$ cat config.mk
export PLATFORM = sky130hd
export DESIGN_NAME = gate_truth_table_sequencer
export DESIGN_NICKNAME = d
export VERILOG_FILES = /design/src/rtl/gate_truth_table_sequencer.sv
export SDC_FILE = /design/constraint.sdc
export NUM_CORES = 1
export LEC_CHECK = 0
export CORE_UTILIZATION = 53
export CTS_CLUSTER_SIZE = 40
export DETAILED_ROUTE_END_ITERATION = 16
export PLACE_DENSITY = 0.85
export SYNTH_ARGS = -nofsm -noshare
export SYNTH_HDL_FRONTEND = slang
export SYNTH_SLANG_ARGS = --single-unit
export TNS_END_PERCENT = 100
$ cat constraint.sdc
create_clock -name clk_in -period 2.91 [get_ports clk_in]
set_clock_uncertainty 0.05 [all_clocks]
set_input_delay 0.4365 -clock clk_in [delete_from_list [all_inputs] [get_ports clk_in]]
set_output_delay 0.4365 -clock clk_in [all_outputs]
set_load 0.005 [all_outputs]
$ cat src/rtl/gate_truth_table_sequencer.sv
// Gate truth-table sequencer: walks a/b through all four rows,
// captures the seven gate outputs and checks them against a reference.
`timescale 1ns/1ps

module gate_truth_table_sequencer #(
    parameter int SETTLE_CYCLES = 4,
    parameter int SYNC_STAGES   = 2
) (
    input  logic        clk_in,
    input  logic        rst_n_in,
    input  logic        start_in,
    input  logic        y_not_in,
    input  logic        y_and_in,
    input  logic        y_or_in,
    input  logic        y_xor_in,
    input  logic        y_nand_in,
    input  logic        y_nor_in,
    input  logic        y_xnor_in,
    output logic        a_out,
    output logic        b_out,
    output logic [1:0]  row_idx_out,
    output logic        busy_out,
    output logic        done_out,
    output logic        pass_out,
    output logic [27:0] table_out,
    output logic [6:0]  mismatch_out
);

    localparam int SETTLE_EFF = (SETTLE_CYCLES < 1) ? 1 : SETTLE_CYCLES;
    localparam int SYNC_EFF   = (SYNC_STAGES < 2) ? 2 : SYNC_STAGES;
    localparam int CW         = (SETTLE_EFF > 1) ? $clog2(SETTLE_EFF) : 1;
    localparam logic [CW-1:0] CNT_LOAD = CW'(SETTLE_EFF - 1);

    typedef enum logic [1:0] {
        IDLE,
        SETTLE,
        CAPTURE,
        DONE
    } state_t;

    state_t          state;
    state_t          state_next;
    logic [SYNC_EFF-1:0] sync;
    logic            sync_prev;
    logic            start_pulse;
    logic [CW-1:0]   cnt;
    logic [1:0]      row;
    logic [1:0]      row_inc;
    logic [6:0]      sample;
    logic [6:0]      expect_v;
    logic            launch;
    logic            capture;

    // Synchronise the button and remember the last synced level for edge detect
    always_ff @(posedge clk_in or negedge rst_n_in) begin
        if (!rst_n_in) begin
            sync      <= '0;
            sync_prev <= 1'b0;
        end else begin
            sync      <= {sync[SYNC_EFF-2:0], start_in};
            sync_prev <= sync[SYNC_EFF-1];
        end
    end

    assign start_pulse = sync[SYNC_EFF-1] & ~sync_prev;

    // State register
    always_ff @(posedge clk_in or negedge rst_n_in) begin
        if (!rst_n_in) state <= IDLE;
        else           state <= state_next;
    end

    // Next-state logic and per-cycle strobes for the datapath
    always_comb begin
        state_next = state;
        launch     = 1'b0;
        capture    = 1'b0;
        unique case (state)
            IDLE, DONE: begin
                if (start_pulse) begin
                    launch     = 1'b1;
                    state_next = SETTLE;
                end
            end
            SETTLE: begin
                if (cnt == '0) state_next = CAPTURE;
            end
            CAPTURE: begin
                capture    = 1'b1;
                state_next = (row == 2'd3) ? DONE : SETTLE;
            end
            default: state_next = IDLE;
        endcase
    end

    assign sample   = {y_xnor_in, y_nor_in, y_nand_in, y_xor_in,
                       y_or_in, y_and_in, y_not_in};
    assign expect_v = {~(a_out ^ b_out), ~(a_out | b_out), ~(a_out & b_out),
                       a_out ^ b_out, a_out | b_out, a_out & b_out, ~a_out};
    assign row_inc  = row + 2'd1;

    // Row stepping, settle timing, capture and sticky mismatch accumulation
    always_ff @(posedge clk_in or negedge rst_n_in) begin
        if (!rst_n_in) begin
            cnt          <= '0;
            row          <= 2'd0;
            a_out        <= 1'b0;
            b_out        <= 1'b0;
            table_out    <= '0;
            mismatch_out <= '0;
        end else if (launch) begin
            cnt          <= CNT_LOAD;
            row          <= 2'd0;
            a_out        <= 1'b0;
            b_out        <= 1'b0;
            table_out    <= '0;
            mismatch_out <= '0;
        end else if (state == SETTLE) begin
            if (cnt != '0) cnt <= cnt - 1'b1;
        end else if (capture) begin
            table_out[5'(row) * 5'd7 +: 7] <= sample;
            mismatch_out <= mismatch_out | (sample ^ expect_v);
            cnt          <= CNT_LOAD;
            if (row != 2'd3) begin
                row   <= row_inc;
                a_out <= row_inc[1];
                b_out <= row_inc[0];
            end else begin
                row   <= 2'd0;
                a_out <= 1'b0;
                b_out <= 1'b0;
            end
        end
    end

    assign row_idx_out = row;
    assign busy_out    = (state == SETTLE) || (state == CAPTURE);
    assign done_out    = (state == DONE);
    assign pass_out    = done_out && (mismatch_out == '0);

endmodule

======== Word-level counts from Yosys, hierarchy flattened ========
Index checks and enable logic that the tools add are counted.
storage, ports and cells
  register bits after elaboration ......... 46
  bits of input ports ..................... 10
  output and inout bits ................... 42
  word-level logic and storage cells ...... 77
cells by class
  add/sub/neg operators ................... 3
  multiply operators ...................... 1
  equal/unequal tests ..................... 9
  shift-type cells ........................ 2
  mux-type cells .......................... 30
  bitwise operators ....................... 11
  reductions and logical operators ........ 12
operators with widths
  kind                    number
  $mux 28                 3
  $bwmux 28               1
  $shift 7x7->28 const A  1
  $shiftx 7x7->28         1
  $mux 2                  11
  $mux 7                  3
  $mux 1                  11
  $ne 2x2->1 const B      4
  $logic_not 7->1         1
  $neg 5->7               1
  $or 7x7->7              1
  $xor 7x7->7             1
  $eq 2x2->1 const B      3
  $pmux 2 s3              1
  $reduce_and 2->1        3
  $mul 2x3->5 const B     1
  $not 1->1               5
  $logic_not 2->1         2
  $reduce_bool 2->1       2
  $ne 3x2->1 const B      1
  $reduce_bool 3->1       1
  $add 2x1->2 const B     1
  $and 1x1->1             2
  $eq 2x1->1 const B      1
  other kinds (6)         6

======== Logic depth before layout (Yosys ltp) ========
  depth in word-level cells ............... 7
  depth in mapped cells ................... 8
  depth with buffers taken out ............ 5

======== Least setup slack after synthesis ========
Ideal clock, no wire load.
  path kind ............................... flip-flop to flip-flop
  start point ............................. reg row[0], in the netlist row_idx_out[0]
  end point ............................... reg table_out[14]
  setup time .............................. 0.067 ns
  data arrival time ....................... 1.818 ns
  required time ........................... 2.793 ns
  slack ................................... 0.975 ns
  stages on the path, launching flop included .. 8
  buffers on the path ..................... 2
  clock period less this slack ............ 1.935 ns
  cells stage by stage .................... dfrtp_1 > buf_2 > inv_1 > ha_1 > clkbuf_1 > nand3b_1 > nor4_4 > a22o_1
between the ends
  longest elaborated chain between the ends .. 7
  elaborated cells on any way between the ends .. 8
  those cells by class .................... add/sub: 1; mul: 1; shift: 2; mux: 4
ends and longest elaborated chain
  what                                               RTL line  source
  from (decl)                                        47        logic [1:0] row;
  from (signal assigned)                             125       row <= row_inc;
  $mul 2x3->5 *                                      121       table_out[5'(row) * 5'd7 +: 7] <= sample;
  $neg 5->7 *                                        121
  $shiftx 7x7->28 or $shift 7x7->28 (tied branches)  121
  $bwmux 28 *                                        121
  $mux 28 *                                          120       end else if (capture) begin
  $mux 28 *                                          118       end else if (state == SETTLE) begin
  $mux 28 *                                          111       end else if (launch) begin
  to (signal, indexed assignment)                    121
  to (decl)                                          25        output logic [27:0] table_out,
Every way passes the cells marked *; elsewhere a longest branch is shown, timed or not. The select of a mux whose other input is x is not followed.
A chain may end at the register's enable or synchronous reset.

======== Worst setup path in the final report ========
  start point ............................. reg mismatch_out[5]
  end point ............................... out pass_out
between the ends
  longest elaborated chain between the ends .. 2
ends and longest elaborated chain
  what                    RTL line  source
  from (decl)             26        output logic [6:0] mismatch_out
  from (signal assigned)  122       mismatch_out <= mismatch_out | (sample ^ expect_v);
  $logic_not 7->1         139       assign pass_out = done_out && (mismatch_out == '0);
  $logic_and 1x1->1       139
  to (decl)               24        output logic pass_out,
Every way passes these cells.

==> metrics <==
status=finished clean; critical setup path kind=reg -> out; GRT busiest layer=met2; Final Max Tran Viols=0; CTS tree=yes; Die Ht=66.6 µm; core footprint=4000 µm²; H-tree depth=2; Critical Path AT=1.74 ns; Crit. End Element=output port; grt met3 use=6.51%; global-route wire length before repair=8.14 mm; Post-synth EDFFs=0; post-CTS sizing=0; DR iter-0 viols=100; routed len/inst=17.2 µm; largest net degree at the start of global routing=45; Distinct cells, synth=42; diode count=0; DP HPWL=3.69 mm; Residual DRC=0; clk_lat worst skew=0.30 ns; syn_nets=221; Yosys reg bits=44; Critical R2R Launch=state[0]; area delta synth->final=25.7%; via/cell ratio=5.89; worst path required time=2.42 ns; CTS Buf Count=5; slew margin rel.=37.9%; Max IR drop VDD=539 µV; crit path from=mismatch_out[5]; # rows=23; r2r worst-path depth=5; Lkg Pwr=1.22 nW; layout cells sized above 1=8.87%; commonest non-fill, non-tap cells in the layout=clkdlybuf4s50_1 (50), dfrtp_1 (44), nor2_1 (14); Final Power=2.41 mW; GPL Wtd Cong=0.839; first-pass detailed-route iteration total=4; postcts setup bufs=0; DRT antenna net count=0; Fmax=0.450 GHz; Mean Syn Cell Area=11.0 µm²; Initial Util=55.2%; Final nets=267; vias in the first global route=1664; Post-Syn Area=2210 µm²; Startpoint Class=flop; Gate Count Post-Synth=201; port bufs=51; met1 GRT Util=33.1%; MaxCap Viol Count=0; Yosys warnings=0; Fill cells=314; Worst R2R End=row_idx_out[0]; initial antenna violation count=0; sequential cell area fraction in the yosys report=49.8%; Synth Flop Type=dfrtp_1; hold_buf cts=0; gr ovfl total=0; Final Cycle Share=76.4%; setup TNS=0 ns; fin crit period=2.22 ns; worst-margin pin slew=0.931 ns; RSZ-0062 raised after global routing=false; Async S/R FF share, synth=100%; reg2reg setup slack=0.71 ns; Final Hold Fails=0; die width=66.6 µm; Sink Count=44; Clock Path Buffers=2; # IOs=52; Detailed Route WL=5.13 mm; clock root buffer=clkbuf_8; CTS clk-pin slew, worst paths=0.09 ns; Critical Path Fanout Max=3; Worst Setup EP=pass_out; hold crit path type=in -> async; All-Layer GR Usage=25.0%; commonest non-fill, non-tap cell in the layout=clkdlybuf4s50_1; DR vias=1754; power density cells=867 nW/µm²; met2 Use GR=38.5%; Die ar.=4430 µm²; final core utilization=69.4%; # setup viols final=0
[worst max-delay path: stages, from the launching register on]
cell and delay [ns]:
dfrtp_1 0.40, nor4_1 0.31, and4b_1 0.23, clkdlybuf4s50_1 0.50
[metrics by stage]
| stage | cell area, µm² | hold slack, ns | instances | setup WS [ns] |
|---|---|---|---|---|
| finish | 2780 | 0.219 | 298 | 0.687 |
| global route | 2780 | 0.310 | 298 | 0.594 |
| CTS | 2780 | 0.259 | 298 | 0.697 |
| detailed placement | 2690 | 0.286 | 290 | 0.738 |
| global placement | 2690 | 0.285 | 290 | 0.842 |
| floorplan | 2210 | 0.0909 | 201 | 0.975 |
[sequential cells by signal (all words and copies together) (netlist names)]
name          cells
mismatch_out      7
cnt               2
sync_prev         1
table_out        28
state             2
row_idx_out       2
sync              2
[final cells by class]
cell class | instances | area (µm²) | area share, %
clock buffers | 7 | 76.3 | 2.75
clock inverters | 1 | 8.76 | 0.315
inverters | 10 | 37.5 | 1.35
multi-input cells | 133 | 971 | 35.0
flip-flops and latches | 44 | 1100 | 39.6
well taps | 50 | 62.6 | 2.25
repair buffers | 53 | 520 | 18.7
[cell families (layout without fill, tap and decap cells)]
family / after synthesis / count (layout) / synth area share (%)
simple gates: 66 / 66 / 17.7
compound gates: 45 / 45 / 15.3
flops: 44 / 44 / 49.8
buf+inv: 24 / 71 / 6.23
fa+ha+maj: 10 / 10 / 5.66
xor+xnor: 7 / 7 / 2.77
mux: 5 / 5 / 2.55
[worst min-delay path by stage]
stage / start / to / slack (ns) / depth (start not counted)
global route: rst_n_in / table_out[19] / 0.31 / 1
global placement: sync[0] / sync[1] / 0.29 / 0
finish: rst_n_in / table_out[15] / 0.22 / 1
detailed placement: sync[0] / sync[1] / 0.29 / 0
floorplan: rst_n_in / cnt[0] / 0.09 / 0
CTS: rst_n_in / table_out[19] / 0.26 / 1
[synth_stat cells, drive strengths merged (3+ instances only)]
master | count | share of area [%]
a21oi | 11 | 3.2
a22o | 10 | 4.0
a32o | 3 | 1.4
buf | 10 | 3.9
clkbuf | 4 | 0.68
dfrtp | 44 | 50
ha | 10 | 5.7
inv | 10 | 1.7
mux2 | 5 | 2.5
nand2 | 7 | 1.2
nand2b | 3 | 0.85
nand3 | 13 | 2.9
nand3b | 5 | 1.9
nand4 | 5 | 1.4
nor2 | 14 | 2.4
nor3 | 6 | 1.4
nor4 | 4 | 1.8
o21ai | 7 | 1.6
o41ai | 5 | 2.0
xnor2 | 4 | 1.6
xor2 | 3 | 1.2
[power by group]
part	total, mW	internal, mW	switching, mW
clock	0.373	0.172	0.201
combinational	1.15	0.569	0.581
sequential	0.886	0.766	0.119
total	2.41	1.51	0.901
[per-layer routing]
metal / up-vias / wire [µm]
li1: 824 / -
met1: 852 / 2280
met2: 66 / 2410
met3: 12 / 317
met4: 0 / 131
met5: - / 0
Power figures use the tool's default switching activity.
==> edit 1, RTL diff (same flow settings) <==
Re-encode `state_t` (4 states) as one-hot, 4 bits wide.
--- a/src/rtl/gate_truth_table_sequencer.sv
+++ b/src/rtl/gate_truth_table_sequencer.sv
@@ -31,11 +31,11 @@
     localparam int CW         = (SETTLE_EFF > 1) ? $clog2(SETTLE_EFF) : 1;
     localparam logic [CW-1:0] CNT_LOAD = CW'(SETTLE_EFF - 1);
 
-    typedef enum logic [1:0] {
-        IDLE,
-        SETTLE,
-        CAPTURE,
-        DONE
+    typedef enum logic [3:0] {
+        IDLE    = 4'b0001,
+        SETTLE  = 4'b0010,
+        CAPTURE = 4'b0100,
+        DONE    = 4'b1000
     } state_t;
 
     state_t          state;
Check against the original RTL: same outputs for any inputs over 10 cycles, from zero or initial values and one cycle with rst_n_in low; not proved beyond that.
==> edit 1 against the original RTL <==
- design area grew 3.5%
- global-route usage grew 1.1 points
- sequential cell count grew 2
- critical path depth grew 1
- worst setup slack lost 0.44 ns
- die area grew 5.7%
- wire length grew 5.2%
- via count grew 8.6%
- synthesized area grew 5.9%
- critical path type unchanged
Power is not compared: it rests on default switching activity, and its combinational part moved more than twofold at a synthesized area within 25%.
==> edit 1: results (changes against the original RTL) <==
metric,value,unit,change
status,completed,,unchanged
synth_commonest_cells,"45 x dfrtp_1, 28 x nand4_1, 27 x a21oi_1",,"was 44 x dfrtp_1, 14 x nor2_1, 13 x nand3_1"
postSynthNetCount,249,,was 221
cts_max_level,2,,unchanged
clk_path_buf_depth,2,,unchanged
dp.cells,312,,was 290
track_usage,26.05,%,was 24.99%
wl,5399,um,was 5131 um
crit_path_max_fanout,12,,was 3
grt_first_pass_wirelength,8838,um,was 8135 um
grt_use_met3,5.000,%,was 6.507%
globalRouteMet2Util,40.07,%,was 38.51%
tightest_slew,1.014,ns,was 0.9312 ns
yosysUniqueCellTypes,37,,was 42
first_global_vias,1804,,"was 1,664"
critical_path_arrival,2.18,ns,was 1.74 ns
slowest_stage,dfrtp_1,,was clkdlybuf4s50_1
grt_start_max_net_pins,47,,was 45
largestRegisters,"table_out (28), mismatch_out (7), state (4)",,"was table_out (28), mismatch_out (7)"
drt_iter0_drc,168,,was 100
place_congestion,0.7622,,was 0.8393
fin_nets,286,,was 267
syn_inst,232,,was 201
ys_top_cells_by_area,"dfrtp_1 48%, nand4_1 7.5%, a21oi_1 5.8%",,"was dfrtp_1 50%, ha_1 5.7%, a22o_1 4.0%"
postCtsSetupBuffers,0,,unchanged
max_stage_delay,0.60,ns,was 0.50 ns
p_leak,0.001165,uW,
ys_seq_area_share,49.25,%,was 49.83%
place.detailed.hpwl,3580,um,was 3690 um
drive_gt1_share,9.259,%,was 8.871%
via_per_inst,5.953,,was 5.886
==> edit 1: cell count changes in the layout (fill, tap and decap cells not counted), sizes merged, moves of 5 or more <==
cell / delta
a22o: -10
nor3: -5
o21ai: +23
a21oi: +26
mux2: -5
nand4: +23
o41ai: -5
nand3: -13
==> edit 1: final timing paths <==
kind | startpoint | endpoint | slack, ns | cells after the start
worst min register to register | sync[0]$_DFF_PN0_ | sync[1]$_DFF_PN0_ | 0.31 | 0
max in group asynchronous | rst_n_in | mismatch_out[2]$_DFFE_PN0P_ | 1.92 | 1
worst max-delay path | state[3]$_DFFE_PN0P_ | pass_out | 0.24 | 4
worst min-delay path | rst_n_in | table_out[1]$_DFFE_PN0P_ | 0.25 | 1
worst max register to register | row_idx_out[0]$_DFFE_PN0P_ | table_out[17]$_DFFE_PN0P_ | 0.51 | 5
min in group clk_in | sync[0]$_DFF_PN0_ | sync[1]$_DFF_PN0_ | 0.31 | 0
==> edit 1: cell type report <==
type,count,area [um^2]
fillers,327,1241
flip-flops and latches,46,1152
multi-input cells,154,1013
repair buffers,53,520.5
clock buffers,7,86.33
well taps,50,62.56
inverters,9,33.78
clock inverters,1,5.005
==> edit 1: metrics by stage <==
stage	instance area [um^2]	setup WS (ns)	total power, uW
after detailed placement	2783	0.5593	764.3
after floorplan	2340	0.9507	731.4
after global routing	2874	0.06195	1202
after global placement	2783	0.6657	761.8
after CTS	2874	0.2106	1157
final	2874	0.2444	1150
==> edit 1: worst reg2reg max path, stage by stage (launching register included) <==
cell,delay [ns]
dfrtp_1,0.55
inv_1,0.15
ha_1,0.45
nor3b_1,0.68
nand4_1,0.23
a21oi_1,0.21
==> edit 1: kinds of logic (layout without fill, tap and decap cells) <==
group	count (synthesis)	in the layout	share of synthesized area (%)
compound gates	72	72	17.81
fa+ha+maj	7	7	3.743
buf+inv	32	70	7.807
xor+xnor	10	10	3.743
simple gates	65	65	17.65
flops	46	46	49.25
==> edit 1: where the power goes <==
part	switching, uW	internal, uW
Combinational	53.4	33.4
Sequential	13.1	651
Clock	207	192
Total	274	876
==> edit 1: per-layer routing <==
layer | wire length [um] | up-vias
met2 | 2601 | 52
met1 | 2501 | 937
li1 | - | 909
met3 | 224 | 7
met5 | 0 | -
met4 | 72 | 0
==> edit 2, RTL diff (same flow settings) <==
Without the edit above. The parameter `SYNC_STAGES` goes from 2 to 4.
--- a/src/rtl/gate_truth_table_sequencer.sv
+++ b/src/rtl/gate_truth_table_sequencer.sv
@@ -4,7 +4,7 @@
 
 module gate_truth_table_sequencer #(
     parameter int SETTLE_CYCLES = 4,
-    parameter int SYNC_STAGES   = 2
+    parameter int SYNC_STAGES   = 4
 ) (
     input  logic        clk_in,
     input  logic        rst_n_in,
Function: changed (Yosys sat finds a counterexample within 4 cycles, from zero or initial values and one cycle with rst_n_in low).
==> edit 2 against the original RTL <==
- combinational power is 19% lower
- synthesized area is 1.5% higher
- sequential cell count is 2 higher
- critical path type is now register to register
- wire length is 11% lower
- critical path depth is 3 higher
- worst setup slack better by 0.033 ns
- design area is 2.0% higher
- power is 11% lower
- largest power group unchanged
==> edit 2: results (changes against the original RTL) <==
metric,value,unit,change
status,completed,,unchanged
fin_cells,289,,was 298
ys_seq_area_share,51.31,%,was 49.83%
clk_pin_slew_worst_paths,0.08,ns,
dp.cells,283,,was 290
combPwrFrac,43.3,%,was 47.7%
timing.final.crit_share,75.25,%,was 76.38%
comb_power,928,uW,was 1150 uW
place.detailed.hpwl,3249,um,was 3690 um
grt_start_max_net_pins,47,,was 45
syn_inst,190,,was 201
max_slew_margin,34.35,%,was 37.92%
crit_path_max_fanout,23,,was 3
postCtsSetupBuffers,0,,unchanged
grt_use_met3,3.767,%,was 6.507%
rr_worst_depth,6,,was 5
track_usage,22.41,%,was 24.99%
postSynthNetCount,210,,was 221
place_congestion,0.8953,,was 0.8393
cts_buffers,5,,unchanged
drt_iter0_drc,54,,was 100
routed-wl-met2,2178,um,was 2407 um
place_area,2751,um^2,was 2693 um^2
place_ws,0.7283,ns,was 0.7378 ns
critical_path_arrival,2.37,ns,was 1.74 ns
r2r-end,table_out[14]$_DFFE_PN0P_,,was row_idx_out[0]$_DFFE_PN0P_
wl,4543,um,was 5131 um
ys_warn_count,0,,unchanged
cts.repair.resized,0,,unchanged
p_leak,0.001292,uW,was 0.001221 uW
max_stage_delay,0.45,ns,was 0.50 ns
critPathTopFamily,simple AND/OR/NAND/NOR gates,,unchanged
crit_end,table_out[14]$_DFFE_PN0P_,,was pass_out
wl_met1,1997,um,was 2275 um
clk_latency,0.29,ns,
clk_path_buf_depth,2,,unchanged
drive_gt1_share,11.72,%,was 8.871%
fill_cells,313,,was 314
yosysUniqueCellTypes,35,,was 42
peakVddDrop,425.4,uV,was 539.0 uV
slowest_stage,and3b_1,,was clkdlybuf4s50_1
switching_share,34.13,%,was 37.42%
ys_top_cells_by_area,"dfrtp_1 51%, mux2_2 6.0%, ha_1 5.6%",,"was dfrtp_1 50%, ha_1 5.7%, a22o_1 4.0%"
wl_met3,299,um,was 317 um
firstDrtPassIters,4,,unchanged
largestRegisters,"table_out (28), mismatch_out (7), sync (4)",,"was table_out (28), mismatch_out (7)"
p_seq_share,39.5,%,was 36.8%
globalRouteMet2Util,34.63,%,was 38.51%
holdWs,0.2583,ns,was 0.2194 ns
fin_nets,260,,was 267
min_path_type,primary input to async pin,,unchanged
vias,1630,,"was 1,754"
r2r_slack,0.72,ns,
synth_commonest_cells,"46 x dfrtp_1, 12 x mux2_2, 11 x nor2_1",,"was 44 x dfrtp_1, 14 x nor2_1, 13 x nand3_1"
worstSetupPathType,register to register,,was register to primary output
grt_util_met1,31.23,%,was 33.11%
grt_first_pass_wirelength,7334,um,was 8135 um
diodes,0,,unchanged
clock-root-buffer,clkbuf_8,,unchanged
[edit 2: changes by cell type after synthesis, sizes merged, moves of 2 or more]
cell,delta
clkbuf,-3
o21ai,-5
o31ai,-2
o41ai,-5
inv,-2
mux2,+7
nand4,-5
nand2,+2
nor4b,+8
nand3,-13
a21o,+6
nor2,-3
nor4,+3
dfrtp,+2
[edit 2: cell families (layout without fill, tap and decap cells)]
logic type / Yosys count / count (layout) / share of synthesized area, %
simple gates: 57 / 57 / 16.01
flops: 46 / 46 / 51.31
compound gates: 39 / 39 / 13.33
buf+inv: 19 / 68 / 5.019
mux: 12 / 12 / 6.023
fa+ha+maj: 10 / 10 / 5.577
xor+xnor: 7 / 7 / 2.733
[edit 2: cell type report]
type                            instances  area, um^2  share of cell area, %
Multi-Input combinational cell        125       979.7                  34.57
Timing Repair Buffer                   54       528.0                  18.63
Inverter                                8       30.03                  1.060
Clock buffer                            6       82.58                  2.914
Tap cell                               50       62.56                  2.208
Sequential cell                        46        1151                  40.62
